File: src/rtl/id_pipe_pkg.sv
// rtl/id_pipe_pkg.sv - opcode/funct constants, ALU encodings and operand-source selectors for id_pipe
package id_pipe_pkg;

  localparam int REG_ADDR_W = 5;

  localparam logic [5:0] OP_SPECIAL = 6'b000000;
  localparam logic [5:0] OP_ANDI    = 6'b001100;
  localparam logic [5:0] OP_ORI     = 6'b001101;
  localparam logic [5:0] OP_XORI    = 6'b001110;
  localparam logic [5:0] OP_LUI     = 6'b001111;

  localparam logic [5:0] FN_SLL = 6'b000000;
  localparam logic [5:0] FN_SRL = 6'b000010;
  localparam logic [5:0] FN_SRA = 6'b000011;
  localparam logic [5:0] FN_AND = 6'b100100;
  localparam logic [5:0] FN_OR  = 6'b100101;
  localparam logic [5:0] FN_XOR = 6'b100110;
  localparam logic [5:0] FN_NOR = 6'b100111;

  localparam logic [7:0] ALU_OP_NOP = 8'h00;
  localparam logic [7:0] ALU_OP_AND = 8'h24;
  localparam logic [7:0] ALU_OP_OR  = 8'h25;
  localparam logic [7:0] ALU_OP_XOR = 8'h26;
  localparam logic [7:0] ALU_OP_NOR = 8'h27;
  localparam logic [7:0] ALU_OP_SLL = 8'h7C;
  localparam logic [7:0] ALU_OP_SRL = 8'h02;
  localparam logic [7:0] ALU_OP_SRA = 8'h03;

  localparam logic [2:0] ALU_SEL_NOP   = 3'b000;
  localparam logic [2:0] ALU_SEL_LOGIC = 3'b001;
  localparam logic [2:0] ALU_SEL_SHIFT = 3'b010;

  typedef enum logic [1:0] {OP1_ZERO, OP1_RS, OP1_IMM_HI, OP1_SA} op1_src_e;
  typedef enum logic [1:0] {OP2_ZERO, OP2_RT, OP2_IMM} op2_src_e;

endpackage

File: src/rtl/id_pipe_if.sv
// rtl/id_pipe_if.sv - IF/ID, register-file, bypass and ID/EX signal bundle of id_pipe
interface id_pipe_if
  import id_pipe_pkg::*;
#(
  parameter int DATA_W = 32,
  parameter int CNT_W  = 16
);
  logic                  in_valid, in_ready;
  logic [31:0]           pc_i, inst_i;
  logic                  reg1_read_en_o, reg2_read_en_o;
  logic [REG_ADDR_W-1:0] reg1_read_addr_o, reg2_read_addr_o;
  logic [DATA_W-1:0]     reg1_data_i, reg2_data_i;
  logic                  ex_wreg_en_i, ex_is_load_i;
  logic [REG_ADDR_W-1:0] ex_wreg_addr_i;
  logic [DATA_W-1:0]     ex_wdata_i;
  logic                  mem_wreg_en_i;
  logic [REG_ADDR_W-1:0] mem_wreg_addr_i;
  logic [DATA_W-1:0]     mem_wdata_i;
  logic                  flush_i;
  logic                  out_valid, out_ready;
  logic [7:0]            alu_op_o;
  logic [2:0]            alu_sel_o;
  logic [DATA_W-1:0]     op_number_1_o, op_number_2_o;
  logic                  write_reg_en_o;
  logic [REG_ADDR_W-1:0] write_reg_addr_o;
  logic [31:0]           pc_o;
  logic                  inst_invalid_o;
  logic [CNT_W-1:0]      stall_cnt_o;

  modport slave (
    input  in_valid, pc_i, inst_i, reg1_data_i, reg2_data_i,
           ex_wreg_en_i, ex_wreg_addr_i, ex_wdata_i, ex_is_load_i,
           mem_wreg_en_i, mem_wreg_addr_i, mem_wdata_i, flush_i, out_ready,
    output in_ready, reg1_read_en_o, reg2_read_en_o, reg1_read_addr_o, reg2_read_addr_o,
           out_valid, alu_op_o, alu_sel_o, op_number_1_o, op_number_2_o,
           write_reg_en_o, write_reg_addr_o, pc_o, inst_invalid_o, stall_cnt_o
  );

  modport master (
    output in_valid, pc_i, inst_i, reg1_data_i, reg2_data_i,
           ex_wreg_en_i, ex_wreg_addr_i, ex_wdata_i, ex_is_load_i,
           mem_wreg_en_i, mem_wreg_addr_i, mem_wdata_i, flush_i, out_ready,
    input  in_ready, reg1_read_en_o, reg2_read_en_o, reg1_read_addr_o, reg2_read_addr_o,
           out_valid, alu_op_o, alu_sel_o, op_number_1_o, op_number_2_o,
           write_reg_en_o, write_reg_addr_o, pc_o, inst_invalid_o, stall_cnt_o
  );
endinterface

File: src/rtl/id_fwd_mux.sv
// rtl/id_fwd_mux.sv - selects one source operand from EX, MEM or the register file
module id_fwd_mux
  import id_pipe_pkg::*;
#(
  parameter int DATA_W = 32,
  parameter bit FWD_EN = 1'b1
) (
  input  logic [REG_ADDR_W-1:0] src_addr,
  input  logic [DATA_W-1:0]     rf_data,
  input  logic                  ex_en,
  input  logic [REG_ADDR_W-1:0] ex_addr,
  input  logic [DATA_W-1:0]     ex_data,
  input  logic                  mem_en,
  input  logic [REG_ADDR_W-1:0] mem_addr,
  input  logic [DATA_W-1:0]     mem_data,
  output logic [DATA_W-1:0]     src_data
);
  // $0 is hardwired, so a pending write to it must never shadow the file value
  always_comb begin
    src_data = rf_data;
    if (FWD_EN && (src_addr != '0)) begin
      if (ex_en && (ex_addr == src_addr)) begin
        src_data = ex_data;
      end else if (mem_en && (mem_addr == src_addr)) begin
        src_data = mem_data;
      end
    end
  end
endmodule

File: src/rtl/id_pipe.sv
// rtl/id_pipe.sv - instruction decode stage with bypassing, load-use bubbles and a registered ID/EX slot
module id_pipe
  import id_pipe_pkg::*;
#(
  parameter int DATA_W = 32,
  parameter bit FWD_EN = 1'b1,
  parameter int CNT_W  = 16
) (
  input logic      clk,
  input logic      rst_n,
  id_pipe_if.slave bus
);
  logic [5:0]            opcode, funct;
  logic [REG_ADDR_W-1:0] rs, rt, rd, dec_waddr;
  logic                  is_imm, is_lui, is_rlog, is_shift, dec_inv, rd1_en, rd2_en, hazard;
  logic [7:0]            dec_op;
  logic [2:0]            dec_sel;
  op1_src_e              op1_src;
  op2_src_e              op2_src;
  logic [DATA_W-1:0]     rs_val, rt_val, op1_val, op2_val;
  logic                  upd, take;

  logic                  out_valid_q, out_valid_d, wreg_en_q, wreg_en_d, inv_q, inv_d;
  logic [7:0]            alu_op_q, alu_op_d;
  logic [2:0]            alu_sel_q, alu_sel_d;
  logic [DATA_W-1:0]     op1_q, op1_d, op2_q, op2_d;
  logic [REG_ADDR_W-1:0] wreg_addr_q, wreg_addr_d;
  logic [31:0]           pc_q, pc_d;
  logic [CNT_W-1:0]      stall_cnt_q, stall_cnt_d;

  assign opcode   = bus.inst_i[31:26];
  assign funct    = bus.inst_i[5:0];
  assign rs       = bus.inst_i[25:21];
  assign rt       = bus.inst_i[20:16];
  assign rd       = bus.inst_i[15:11];
  assign is_imm   = opcode inside {OP_ANDI, OP_ORI, OP_XORI};
  assign is_lui   = (opcode == OP_LUI);
  assign is_rlog  = (opcode == OP_SPECIAL) && (funct inside {FN_AND, FN_OR, FN_XOR, FN_NOR});
  assign is_shift = (opcode == OP_SPECIAL) && (funct inside {FN_SLL, FN_SRL, FN_SRA});
  assign dec_inv  = !(is_imm | is_lui | is_rlog | is_shift);
  assign rd1_en   = is_imm | is_rlog;
  assign rd2_en   = is_rlog | is_shift;

  always_comb begin
    dec_op = ALU_OP_NOP;
    case (opcode)
      OP_ANDI:        dec_op = ALU_OP_AND;
      OP_ORI, OP_LUI: dec_op = ALU_OP_OR;
      OP_XORI:        dec_op = ALU_OP_XOR;
      OP_SPECIAL: begin
        case (funct)
          FN_AND:  dec_op = ALU_OP_AND;
          FN_OR:   dec_op = ALU_OP_OR;
          FN_XOR:  dec_op = ALU_OP_XOR;
          FN_NOR:  dec_op = ALU_OP_NOR;
          FN_SLL:  dec_op = ALU_OP_SLL;
          FN_SRL:  dec_op = ALU_OP_SRL;
          FN_SRA:  dec_op = ALU_OP_SRA;
          default: dec_op = ALU_OP_NOP;
        endcase
      end
      default: dec_op = ALU_OP_NOP;
    endcase
  end

  always_comb begin
    dec_sel   = ALU_SEL_NOP;
    dec_waddr = '0;
    op1_src   = OP1_ZERO;
    op2_src   = OP2_ZERO;
    if (is_imm) begin
      dec_sel = ALU_SEL_LOGIC; dec_waddr = rt; op1_src = OP1_RS; op2_src = OP2_IMM;
    end else if (is_lui) begin
      dec_sel = ALU_SEL_LOGIC; dec_waddr = rt; op1_src = OP1_IMM_HI;
    end else if (is_rlog) begin
      dec_sel = ALU_SEL_LOGIC; dec_waddr = rd; op1_src = OP1_RS; op2_src = OP2_RT;
    end else if (is_shift) begin
      dec_sel = ALU_SEL_SHIFT; dec_waddr = rd; op1_src = OP1_SA; op2_src = OP2_RT;
    end
  end

  id_fwd_mux #(.DATA_W(DATA_W), .FWD_EN(FWD_EN)) u_fwd_rs (
    .src_addr(rs), .rf_data(bus.reg1_data_i),
    .ex_en(bus.ex_wreg_en_i), .ex_addr(bus.ex_wreg_addr_i), .ex_data(bus.ex_wdata_i),
    .mem_en(bus.mem_wreg_en_i), .mem_addr(bus.mem_wreg_addr_i), .mem_data(bus.mem_wdata_i),
    .src_data(rs_val)
  );

  id_fwd_mux #(.DATA_W(DATA_W), .FWD_EN(FWD_EN)) u_fwd_rt (
    .src_addr(rt), .rf_data(bus.reg2_data_i),
    .ex_en(bus.ex_wreg_en_i), .ex_addr(bus.ex_wreg_addr_i), .ex_data(bus.ex_wdata_i),
    .mem_en(bus.mem_wreg_en_i), .mem_addr(bus.mem_wreg_addr_i), .mem_data(bus.mem_wdata_i),
    .src_data(rt_val)
  );

  always_comb begin
    case (op1_src)
      OP1_RS:     op1_val = rs_val;
      OP1_IMM_HI: op1_val = DATA_W'({bus.inst_i[15:0], 16'h0000});
      OP1_SA:     op1_val = DATA_W'(bus.inst_i[10:6]);
      default:    op1_val = '0;
    endcase
    case (op2_src)
      OP2_RT:  op2_val = rt_val;
      OP2_IMM: op2_val = DATA_W'(bus.inst_i[15:0]);
      default: op2_val = '0;
    endcase
  end

  // a load's data only exists after MEM, so a consumer must wait one slot
  assign hazard = bus.ex_is_load_i && bus.ex_wreg_en_i && (bus.ex_wreg_addr_i != '0) &&
                  ((rd1_en && (bus.ex_wreg_addr_i == rs)) || (rd2_en && (bus.ex_wreg_addr_i == rt)));

  assign upd  = bus.out_ready || !out_valid_q;
  assign take = upd && bus.in_valid && !hazard && !bus.flush_i;

  always_comb begin
    out_valid_d = bus.flush_i ? 1'b0 : (upd ? (bus.in_valid && !hazard) : out_valid_q);
    alu_op_d    = take ? dec_op    : alu_op_q;
    alu_sel_d   = take ? dec_sel   : alu_sel_q;
    op1_d       = take ? op1_val   : op1_q;
    op2_d       = take ? op2_val   : op2_q;
    wreg_en_d   = take ? !dec_inv  : wreg_en_q;
    wreg_addr_d = take ? dec_waddr : wreg_addr_q;
    pc_d        = take ? bus.pc_i  : pc_q;
    inv_d       = take ? dec_inv   : inv_q;
    stall_cnt_d = stall_cnt_q;
    if (bus.in_valid && hazard && !bus.flush_i && !(&stall_cnt_q)) begin
      stall_cnt_d = stall_cnt_q + CNT_W'(1);
    end
  end

  always_ff @(posedge clk or negedge rst_n) begin
    if (!rst_n) begin
      out_valid_q <= 1'b0; alu_op_q <= '0; alu_sel_q <= '0; op1_q <= '0; op2_q <= '0;
      wreg_en_q <= 1'b0; wreg_addr_q <= '0; pc_q <= '0; inv_q <= 1'b0; stall_cnt_q <= '0;
    end else begin
      out_valid_q <= out_valid_d; alu_op_q <= alu_op_d; alu_sel_q <= alu_sel_d;
      op1_q <= op1_d; op2_q <= op2_d; wreg_en_q <= wreg_en_d; wreg_addr_q <= wreg_addr_d;
      pc_q <= pc_d; inv_q <= inv_d; stall_cnt_q <= stall_cnt_d;
    end
  end

  assign bus.in_ready         = upd && !hazard && !bus.flush_i;
  assign bus.reg1_read_en_o   = rd1_en;
  assign bus.reg2_read_en_o   = rd2_en;
  assign bus.reg1_read_addr_o = rs;
  assign bus.reg2_read_addr_o = rt;
  assign bus.out_valid        = out_valid_q;
  assign bus.alu_op_o         = alu_op_q;
  assign bus.alu_sel_o        = alu_sel_q;
  assign bus.op_number_1_o    = op1_q;
  assign bus.op_number_2_o    = op2_q;
  assign bus.write_reg_en_o   = wreg_en_q;
  assign bus.write_reg_addr_o = wreg_addr_q;
  assign bus.pc_o             = pc_q;
  assign bus.inst_invalid_o   = inv_q;
  assign bus.stall_cnt_o      = stall_cnt_q;
endmodule

File: src/flat_wrapper.sv
// flat-port wrapper written by rule: the top's interface ports become plain ports
module id_pipe_flat import id_pipe_pkg::*;
#(
  parameter int DATA_W = 32,
  parameter bit FWD_EN = 1'b1,
  parameter int CNT_W  = 16
)
  (clk, rst_n, bus_in_valid, bus_pc_i, bus_inst_i, bus_reg1_data_i, bus_reg2_data_i, bus_ex_wreg_en_i, bus_ex_wreg_addr_i, bus_ex_wdata_i, bus_ex_is_load_i, bus_mem_wreg_en_i, bus_mem_wreg_addr_i, bus_mem_wdata_i, bus_flush_i, bus_out_ready, bus_in_ready, bus_reg1_read_en_o, bus_reg2_read_en_o, bus_reg1_read_addr_o, bus_reg2_read_addr_o, bus_out_valid, bus_alu_op_o, bus_alu_sel_o, bus_op_number_1_o, bus_op_number_2_o, bus_write_reg_en_o, bus_write_reg_addr_o, bus_pc_o, bus_inst_invalid_o, bus_stall_cnt_o);
  id_pipe_if #(.DATA_W(DATA_W), .CNT_W(CNT_W)) bus_i ();
  input logic clk;
  input logic rst_n;
  input wire logic [$bits(bus_i.in_valid)-1:0] bus_in_valid;
  input wire logic [$bits(bus_i.pc_i)-1:0] bus_pc_i;
  input wire logic [$bits(bus_i.inst_i)-1:0] bus_inst_i;
  input wire logic [$bits(bus_i.reg1_data_i)-1:0] bus_reg1_data_i;
  input wire logic [$bits(bus_i.reg2_data_i)-1:0] bus_reg2_data_i;
  input wire logic [$bits(bus_i.ex_wreg_en_i)-1:0] bus_ex_wreg_en_i;
  input wire logic [$bits(bus_i.ex_wreg_addr_i)-1:0] bus_ex_wreg_addr_i;
  input wire logic [$bits(bus_i.ex_wdata_i)-1:0] bus_ex_wdata_i;
  input wire logic [$bits(bus_i.ex_is_load_i)-1:0] bus_ex_is_load_i;
  input wire logic [$bits(bus_i.mem_wreg_en_i)-1:0] bus_mem_wreg_en_i;
  input wire logic [$bits(bus_i.mem_wreg_addr_i)-1:0] bus_mem_wreg_addr_i;
  input wire logic [$bits(bus_i.mem_wdata_i)-1:0] bus_mem_wdata_i;
  input wire logic [$bits(bus_i.flush_i)-1:0] bus_flush_i;
  input wire logic [$bits(bus_i.out_ready)-1:0] bus_out_ready;
  output wire logic [$bits(bus_i.in_ready)-1:0] bus_in_ready;
  output wire logic [$bits(bus_i.reg1_read_en_o)-1:0] bus_reg1_read_en_o;
  output wire logic [$bits(bus_i.reg2_read_en_o)-1:0] bus_reg2_read_en_o;
  output wire logic [$bits(bus_i.reg1_read_addr_o)-1:0] bus_reg1_read_addr_o;
  output wire logic [$bits(bus_i.reg2_read_addr_o)-1:0] bus_reg2_read_addr_o;
  output wire logic [$bits(bus_i.out_valid)-1:0] bus_out_valid;
  output wire logic [$bits(bus_i.alu_op_o)-1:0] bus_alu_op_o;
  output wire logic [$bits(bus_i.alu_sel_o)-1:0] bus_alu_sel_o;
  output wire logic [$bits(bus_i.op_number_1_o)-1:0] bus_op_number_1_o;
  output wire logic [$bits(bus_i.op_number_2_o)-1:0] bus_op_number_2_o;
  output wire logic [$bits(bus_i.write_reg_en_o)-1:0] bus_write_reg_en_o;
  output wire logic [$bits(bus_i.write_reg_addr_o)-1:0] bus_write_reg_addr_o;
  output wire logic [$bits(bus_i.pc_o)-1:0] bus_pc_o;
  output wire logic [$bits(bus_i.inst_invalid_o)-1:0] bus_inst_invalid_o;
  output wire logic [$bits(bus_i.stall_cnt_o)-1:0] bus_stall_cnt_o;
  assign bus_i.in_valid = bus_in_valid;
  assign bus_i.pc_i = bus_pc_i;
  assign bus_i.inst_i = bus_inst_i;
  assign bus_i.reg1_data_i = bus_reg1_data_i;
  assign bus_i.reg2_data_i = bus_reg2_data_i;
  assign bus_i.ex_wreg_en_i = bus_ex_wreg_en_i;
  assign bus_i.ex_wreg_addr_i = bus_ex_wreg_addr_i;
  assign bus_i.ex_wdata_i = bus_ex_wdata_i;
  assign bus_i.ex_is_load_i = bus_ex_is_load_i;
  assign bus_i.mem_wreg_en_i = bus_mem_wreg_en_i;
  assign bus_i.mem_wreg_addr_i = bus_mem_wreg_addr_i;
  assign bus_i.mem_wdata_i = bus_mem_wdata_i;
  assign bus_i.flush_i = bus_flush_i;
  assign bus_i.out_ready = bus_out_ready;
  assign bus_in_ready = bus_i.in_ready;
  assign bus_reg1_read_en_o = bus_i.reg1_read_en_o;
  assign bus_reg2_read_en_o = bus_i.reg2_read_en_o;
  assign bus_reg1_read_addr_o = bus_i.reg1_read_addr_o;
  assign bus_reg2_read_addr_o = bus_i.reg2_read_addr_o;
  assign bus_out_valid = bus_i.out_valid;
  assign bus_alu_op_o = bus_i.alu_op_o;
  assign bus_alu_sel_o = bus_i.alu_sel_o;
  assign bus_op_number_1_o = bus_i.op_number_1_o;
  assign bus_op_number_2_o = bus_i.op_number_2_o;
  assign bus_write_reg_en_o = bus_i.write_reg_en_o;
  assign bus_write_reg_addr_o = bus_i.write_reg_addr_o;
  assign bus_pc_o = bus_i.pc_o;
  assign bus_inst_invalid_o = bus_i.inst_invalid_o;
  assign bus_stall_cnt_o = bus_i.stall_cnt_o;
  id_pipe #(.DATA_W(DATA_W), .FWD_EN(FWD_EN), .CNT_W(CNT_W)) u_core (.clk(clk), .rst_n(rst_n), .bus(bus_i));
endmodule
File: config.mk
export PLATFORM = sky130hd
export DESIGN_NAME = id_pipe_flat
export DESIGN_NICKNAME = d
export VERILOG_FILES = /design/src/rtl/id_pipe_pkg.sv /design/src/rtl/id_pipe_if.sv /design/src/rtl/id_fwd_mux.sv /design/src/rtl/id_pipe.sv /design/src/flat_wrapper.sv
export SDC_FILE = /design/constraint.sdc
export NUM_CORES = 1
export LEC_CHECK = 0
export ABC_AREA = 1
export ABC_CLOCK_PERIOD_IN_PS = 3700
export CAP_MARGIN = 20
export CORE_ASPECT_RATIO = 0.9
export CORE_MARGIN = 2
export CORE_UTILIZATION = 40
export CTS_BUF_LIST = sky130_fd_sc_hd__clkbuf_8
export DETAILED_ROUTE_END_ITERATION = 10
export PLACE_DENSITY_LB_ADDON = 0.2
export SKIP_LAST_GASP = 1
export SLEW_MARGIN = 30
export SYNTH_ARGS = -nofsm -noshare
export SYNTH_HDL_FRONTEND = slang
export SYNTH_HIERARCHICAL = 1
export SYNTH_SLANG_ARGS = --single-unit
File: constraint.sdc
create_clock -name clk -period 3.7 [get_ports clk]
set_input_delay 0.74 -clock clk [delete_from_list [all_inputs] [get_ports clk]]
set_output_delay 0.74 -clock clk [all_outputs]
set_load 0.03 [all_outputs]
==> metrics.md <==
| Metric | Value |
|---|---|
| Status | finished, final reports clean |
| Port bufs | about 350 |
| Max incr delay on CP | roughly 0.62 ns |
| DR vias | about 10000 |
| Period utilization | a little under 90% |
| Top-count cell post-synth | nand2_1 |
| Most frequent cells after synthesis | 466 x nand2_1, 296 x nor2_1, 126 x dfrtp_1, 78 x inv_1, 73 x nand4_1 |
| Max cap viols | 0 |
| Initial core utilization | slightly above 40% |
| Die Span Y | between 100 and 150 um |
| CP endpoint kind | output pin |
| Final Hold Viols | 0 |
| # H-tree levels | 4 |
| Vias in the first global route | about 9500 |
| CP Buf/Inv Count | 3 |
| Yosys top cell area share | 35.9% |
| Critical path required time | between 2 and 3 ns |
| Worst EP arrival | roughly 2.5 ns |
| Cell count after synthesis | roughly 1400 |
| R2r worst-path depth | 10 |
| R2r startpoint | u_core/bus.stall_cnt_o[0]$_DFFE_PN0P_ |
| Register area share after synthesis | between 30% and 40% |
| TritonCTS clock tree | done |
| # setup viols final | 0 |
| Top cell by count, worst path | nand2_1 |
| CTS Root Cell | clkbuf_8 |
| Mapped Area | 8780 um^2 |
| Clock sink count | about 130 |
| Global-route usage over all layers | 30.6% |
| Class of the worst hold path | input port to asynchronous set/reset pin |
| Post-synth EDFFs | 0 |
| PostCTS Resize Cnt | 0 |
| RSZ-0062 raised after global routing | no |
| Final Instance Area | approximately 13000 um^2 |
| Setup TNS | 0 ns |
| Ys flop type | dfrtp_1 |
| Critical-path top delay cell | clkdlybuf4s50_1 |
| # hold bufs at CTS | 0 |
| Post-Synth Simple-Gate Area | between 40% and 50% |
| Number of detailed-route iterations in the first pass | 5 |
| DRC | 0 |
| Final Max Tran Viols | 0 |
| Netlist cell types | 33 |
| Max Clk Rate | 308 MHz |
| First-pass GRT wire length | ~55000 um |
| PwrDens | between 300 and 400 nW/um^2 |
| Synth warnings | 6 |
| VDD IR-drop max | 0.000206 V |
| Critical Path Source | bus_ex_wreg_addr_i[1] |
| Worst-case clock buffer depth | 2 |
| Yosys top cell by area | dfrtp_1 |
| Post-DP HPWL | about 26000 um |
| Width of the die | between 150 and 200 um |
| Layout Skew | 0.00988 ns |
| Drt wl/cell | 18.0 um |
| Latest clock arrival within the worst-skew pair | 0.46 ns |
| Worst r2r dst | u_core/bus.stall_cnt_o[15]$_DFFE_PN0P_ |
| Async set-reset flop share out of synthesis | 100% |
| Final GP Congestion | approximately 0.9 |
| Seq cells post-synth | around 130 |
| Global route total overflow | 0 |
| Reg2Reg Setup Slack | 1.61 ns |
| Kind of critical path | input port to output pin |
| Core ar. | ~22000 um^2 |
| Fin nets | 1893 |
| Initial antenna violation count | 5 |
| Measured slew at the worst slew-check pin | approximately 0.76 ns |
| # IOs | roughly 350 |
| Clock slew at reported path FFs | approximately 0.090 ns |
| Area growth, synth to finish | 45.1% |
| Via density | 5.18 |
| Die area | ~23000 um^2 |
| CTS Buf Count | 17 |
| Post-synthesis adder-cell area fraction | less than 1% |
| Fill cells | 2135 |
| Mapped Avg Cell Area | around 6.4 um^2 |
| LEAKAGE | between 6 and 7 nW |
| Compound-Gate Fraction of Synth Area | 11.2% |
| CP Cell Sequence | clkdlybuf4s50_1 -> inv_1 -> nand2_1 -> nand4_1 -> nor2_1 -> nand2_1 -> nand2_2 -> nand2_2 -> nand2_1 -> nor2_1 -> buf_4 |
| Synth top area cells | dfrtp_1 36%, nand2_1 20%, nor2_1 13% |
| CP delay by family, top | buffers and inverters |
| Cell Rows | 51 |
| Mux contribution to synthesized area | 0% |
| Routed Wire Length | between 30000 and 40000 um |
| Post-synthesis xor/xnor area fraction | less than 1% |
| Largest net degree at the start of global routing | between 150 and 200 |
| Post-route ant nets | 0 |
| Largest family of logic cells by synthesized area | simple AND/OR/NAND/NOR gates |
| CP max FO | 7 |
| Cell Area, Placed | 12300 um^2 |
| Layout cells sized above 1 | between 6 and 7% |
| Postcts setup bufs | 0 |
| Worst slew margin | 49.4% |
| DRT iter0 DRCs | 970 |
| Critical Path Start Type | input port |
| Post-layout min period | ~3.2 ns |
[stage by stage]
stage	hold slack, ns	setup WS [ns]	utilization (%)	total power, mW	instances
4_1_cts	0.251	0.459	59.0	3.90	1986
3_5_place_dp	0.464	0.463	57.1	2.59	1954
6_report	0.251	0.455	59.0	3.88	1991
2_1_floorplan	0.444	1.06	-	2.04	1381
3_3_place_gp	0.461	0.317	57.1	2.59	1954
5_1_grt	0.281	0.262	59.0	4.04	1991
[cell families (layout without fill, tap and decap cells)]
family | count (synthesis) | in the layout
buffers and inverters | 187 | 501
adders and majority gates | 1 | 1
xor gates and xnor gates | 1 | 1
DFF | 126 | 126
and+or+nand+nor | 890 | 890
other | 1 | 7
AOI/OAI and AO/OA | 174 | 174
[how the worst max path moves through the flow]
| stage | slack (ns) | cells past startpoint | to |
|---|---|---|---|
| global route | 0.26 | 13 | bus_in_ready |
| global placement | 0.32 | 10 | u_core/bus.alu_sel_o[1]$_DFFE_PN0P_ |
| finish | 0.46 | 11 | bus_in_ready |
| floorplan | 1.06 | 11 | bus_in_ready |
| detailed placement | 0.46 | 11 | bus_in_ready |
| CTS | 0.46 | 13 | bus_in_ready |
[cell type report]
type,instances,area [um^2],share of cell area [%]
Inverter,92,348,2.73
Clock inverter,15,176,1.39
Clock buffer,17,234,1.84
Timing Repair Buffer,377,3730,29.3
Multi-Input combinational cell,1068,4720,37.1
Tap cell,291,364,2.86
Antenna cell,5,12.5,0.0983
Sequential cell,126,3150,24.8
[state kept, by name, summed over array words and instances, names as in the netlist]
| register | cells |
|---|---|
| u_core/bus.pc_o | 32 |
| u_core/bus.alu_op_o | 4 |
| u_core/bus.write_reg_addr_o | 5 |
| u_core/bus.out_valid | 1 |
| u_core/bus.op_number_2_o | 32 |
| u_core/bus.inst_invalid_o | 1 |
| u_core/bus.stall_cnt_o | 16 |
| u_core/bus.op_number_1_o | 32 |
| u_core/bus.alu_sel_o | 2 |
| u_core/bus.write_reg_en_o | 1 |
[per-layer routing]
layer	vias up	routed length, um	part of all wire, %	GRT usage, %
met3	38	3490	9.7	7.83
met5	-	0	0	0
met2	545	16100	45	48.2
li1	5020	-	-	-
met4	0	801	2.2	11.7
met1	4710	15400	43	40.8
[cells in the final DEF, fill, tap and decap left out, drive strengths merged]
cell type / Yosys / routed
a21oi: 63 / 63
a31o: 1 / 1
nand3b: 1 / 1
clkdlybuf4s50: 0 / 347
inv: 92 / 99
conb: 1 / 2
diode: 0 / 5
a32o: 7 / 7
o22ai: 4 / 4
nor2: 304 / 304
nand4: 73 / 73
o211ai: 1 / 1
nand3: 29 / 29
nand2: 473 / 473
nor4: 2 / 2
bufinv: 0 / 2
a22oi: 21 / 21
clkbuf: 28 / 17
buf: 67 / 30
o21bai: 1 / 1
dfrtp: 126 / 126
clkinv: 0 / 6
xnor2: 1 / 1
o21ai: 76 / 76
ha: 1 / 1
nor3: 8 / 8
[where the power goes]
part	total, mW	leakage, nW	switching [mW]	internal (mW)
clock network	1.30	0.213	0.672	0.624
logic	1.09	4.25	0.625	0.460
registers	1.49	1.70	0.0433	1.45
Power figures use the tool's default switching activity.
==> variant (same flow settings) <==
`DATA_W` is set to 32 in 4 places; all go to 16.
--- a/src/rtl/id_pipe_if.sv
+++ b/src/rtl/id_pipe_if.sv
@@ -2,7 +2,7 @@
 interface id_pipe_if
   import id_pipe_pkg::*;
 #(
-  parameter int DATA_W = 32,
+  parameter int DATA_W = 16,
   parameter int CNT_W  = 16
 );
   logic                  in_valid, in_ready;
--- a/src/rtl/id_fwd_mux.sv
+++ b/src/rtl/id_fwd_mux.sv
@@ -2,7 +2,7 @@
 module id_fwd_mux
   import id_pipe_pkg::*;
 #(
-  parameter int DATA_W = 32,
+  parameter int DATA_W = 16,
   parameter bit FWD_EN = 1'b1
 ) (
   input  logic [REG_ADDR_W-1:0] src_addr,
--- a/src/rtl/id_pipe.sv
+++ b/src/rtl/id_pipe.sv
@@ -2,7 +2,7 @@
 module id_pipe
   import id_pipe_pkg::*;
 #(
-  parameter int DATA_W = 32,
+  parameter int DATA_W = 16,
   parameter bit FWD_EN = 1'b1,
   parameter int CNT_W  = 16
 ) (
--- a/src/flat_wrapper.sv
+++ b/src/flat_wrapper.sv
@@ -1,7 +1,7 @@
 // flat-port wrapper written by rule: the top's interface ports become plain ports
 module id_pipe_flat import id_pipe_pkg::*;
 #(
-  parameter int DATA_W = 32,
+  parameter int DATA_W = 16,
   parameter bit FWD_EN = 1'b1,
   parameter int CNT_W  = 16
 )
Ports: changed (6 resized); port bits go from 354 to 258. The function was not compared with the original's and may differ.
==> variant against the original RTL <==
Cell area shrank 28%; total power down 31%; wire length is 40% lower; first-iteration DRC count decreased by 37%; clock power is 46% lower; utilization up 0.28 points; global-route usage fell by 5.7 points; via count down 34%; die area is 26% lower; count of clock-buffer cells in the layout decreased by 7; setup slack got worse by 110 ps; synthesized cell count down 33%; sequential cell count shrank 32; synthesized area fell by 27%; critical endpoint is now bus_reg1_read_en_o.
==> variant: results (changes against the original RTL) <==
Parameter                              Value

Outcome
  Outcome    completed (unchanged)

CTS
  Number of clock buffers inserted by TritonCTS    9 (was 17)
  Total number of H-tree levels    3 (was 4)
  Clock insertion delay at the later pin of the skew report    360 ps (was 460 ps)

Place
  HPWL reported at the end of detailed placement    16.64 mm (was 26.46 mm)
  Place WS    123.2 ps (was 462.8 ps)
  Global placement routability congestion    0.9189 (was 0.8989)
  Count of buffers from port buffering    255 (was 351)

Detailed routing
  Drt pass-1 iters    6 (was 5)
  DRT iter0 DRCs    613 (was 970)
  Vias    6,787 (was 10,310)

Finish
  Fraction of standard cell area in multi-input logic    36.17% (was 37.05%)
  Final-layout clock-cell area share    2.239% (was 3.223%)
  Final-stage net count    1,316 (was 1,893)
  Fraction of layout instances using a drive strength above 1    8.177% (was 6.077%)
  Non-clk buf share    29.96% (was 29.27%)
  Antenna diode count    0 (was 5)
  FILL cells    1,462 (was 2,135)
  Seq. cell area    2352 um^2 (was 3153 um^2)
  Nonclk inv count    82 (was 92)

Worst setup path
  Slowest stage delay, CP    680 ps (was 620 ps)
  R2R cell count    13 (was 10)
  Critical path destination    bus_reg1_read_en_o (was bus_in_ready)
  Setup slack of the worst register-to-register path    1560 ps (was 1610 ps)
  Arrival time at the worst endpoint    2610 ps (was 2500 ps)
  CP startpoint    bus_inst_i[31] (was bus_ex_wreg_addr_i[1])

GRT
  Vias in the first global route    6,277 (was 9,544)
  Number of antenna violations at the first check in global routing    0 (was 5)
  Pin count of the biggest net entering global routing    67 (was 161)
  Global-route wire length before repair    32.82 mm (was 54.63 mm)
  Total GRT Usage    24.91% (was 30.64%)

Logic synthesis
  Share of synthesized area occupied by flip-flops and latches    36.71% (was 35.92%)
  Library cells used by synthesis    38 (was 33)
  Top cell types by occurrence after synthesis    nand2_1, nor2_1, dfrtp_1, inv_1, nand4_1 (unchanged)

Timing
  Final critical-path setup slack    345.1 ps (was 455.1 ps)

Power
  Maximum resistive drop on vdd    186.6 uV (was 205.8 uV)
  Leakage power figure    4.428 nW (was 6.160 nW)
variant: changes by cell type after synthesis, moves of 12 or more:
cell / before / now
nand2_1: 466 / 301
buf_4: 31 / 19
nor2_1: 296 / 155
dfrtp_1: 126 / 94
a21oi_1: 62 / 34
buf_2: 27 / 12
clkbuf_1: 28 / 8
o21ai_0: 35 / 18
nand4_1: 73 / 43
variant: layer usage:
layer | part of all wire [%] | GRT usage, % | wire length [um] | up-vias
li1 | - | - | - | 3450
met1 | 44 | 34.26 | 9441 | 3034
met2 | 45 | 38.99 | 9654 | 273
met3 | 8.8 | 6.553 | 1890 | 30
met4 | 2.0 | 6.508 | 421 | 0
met5 | 0 | 0 | 0 | -
variant: kinds of logic (layout without fill, tap and decap cells):
logic type	Yosys count	in the layout	share of synthesized area, %
AOI/OAI and AO/OA	120	120	10.94
xor gates and xnor gates	5	5	0.6834
adders and majority gates	1	1	0.1952
buffers and inverters	136	378	11.29
DFF	94	94	36.71
other	1	2	0.05853
and+or+nand+nor	574	574	40.13
variant: critical path, delay by kind of cell:
kind	cells	cell delay [ps]
simple gates	2	390
compound gates	1	180
buf+inv	3	1300
variant: per-stage QoR:
stage	area (um^2)	hold WS (ps)	instances
floorplan	6411	444.4	932
global placement	9014	460.3	1360
detailed placement	9014	464.1	1360
CTS	9220	397.3	1376
global route	9223	411.8	1376
finish	9223	392.7	1376
variant: report_power, final:
part | switching (mW) | leakage, nW | internal (mW) | total [mW]
Sequential | 0.0356 | 1.22 | 1.10 | 1.13
Combinational | 0.485 | 3.10 | 0.370 | 0.855
Clock | 0.369 | 0.109 | 0.336 | 0.705
Total | 0.890 | 4.43 | 1.80 | 2.69
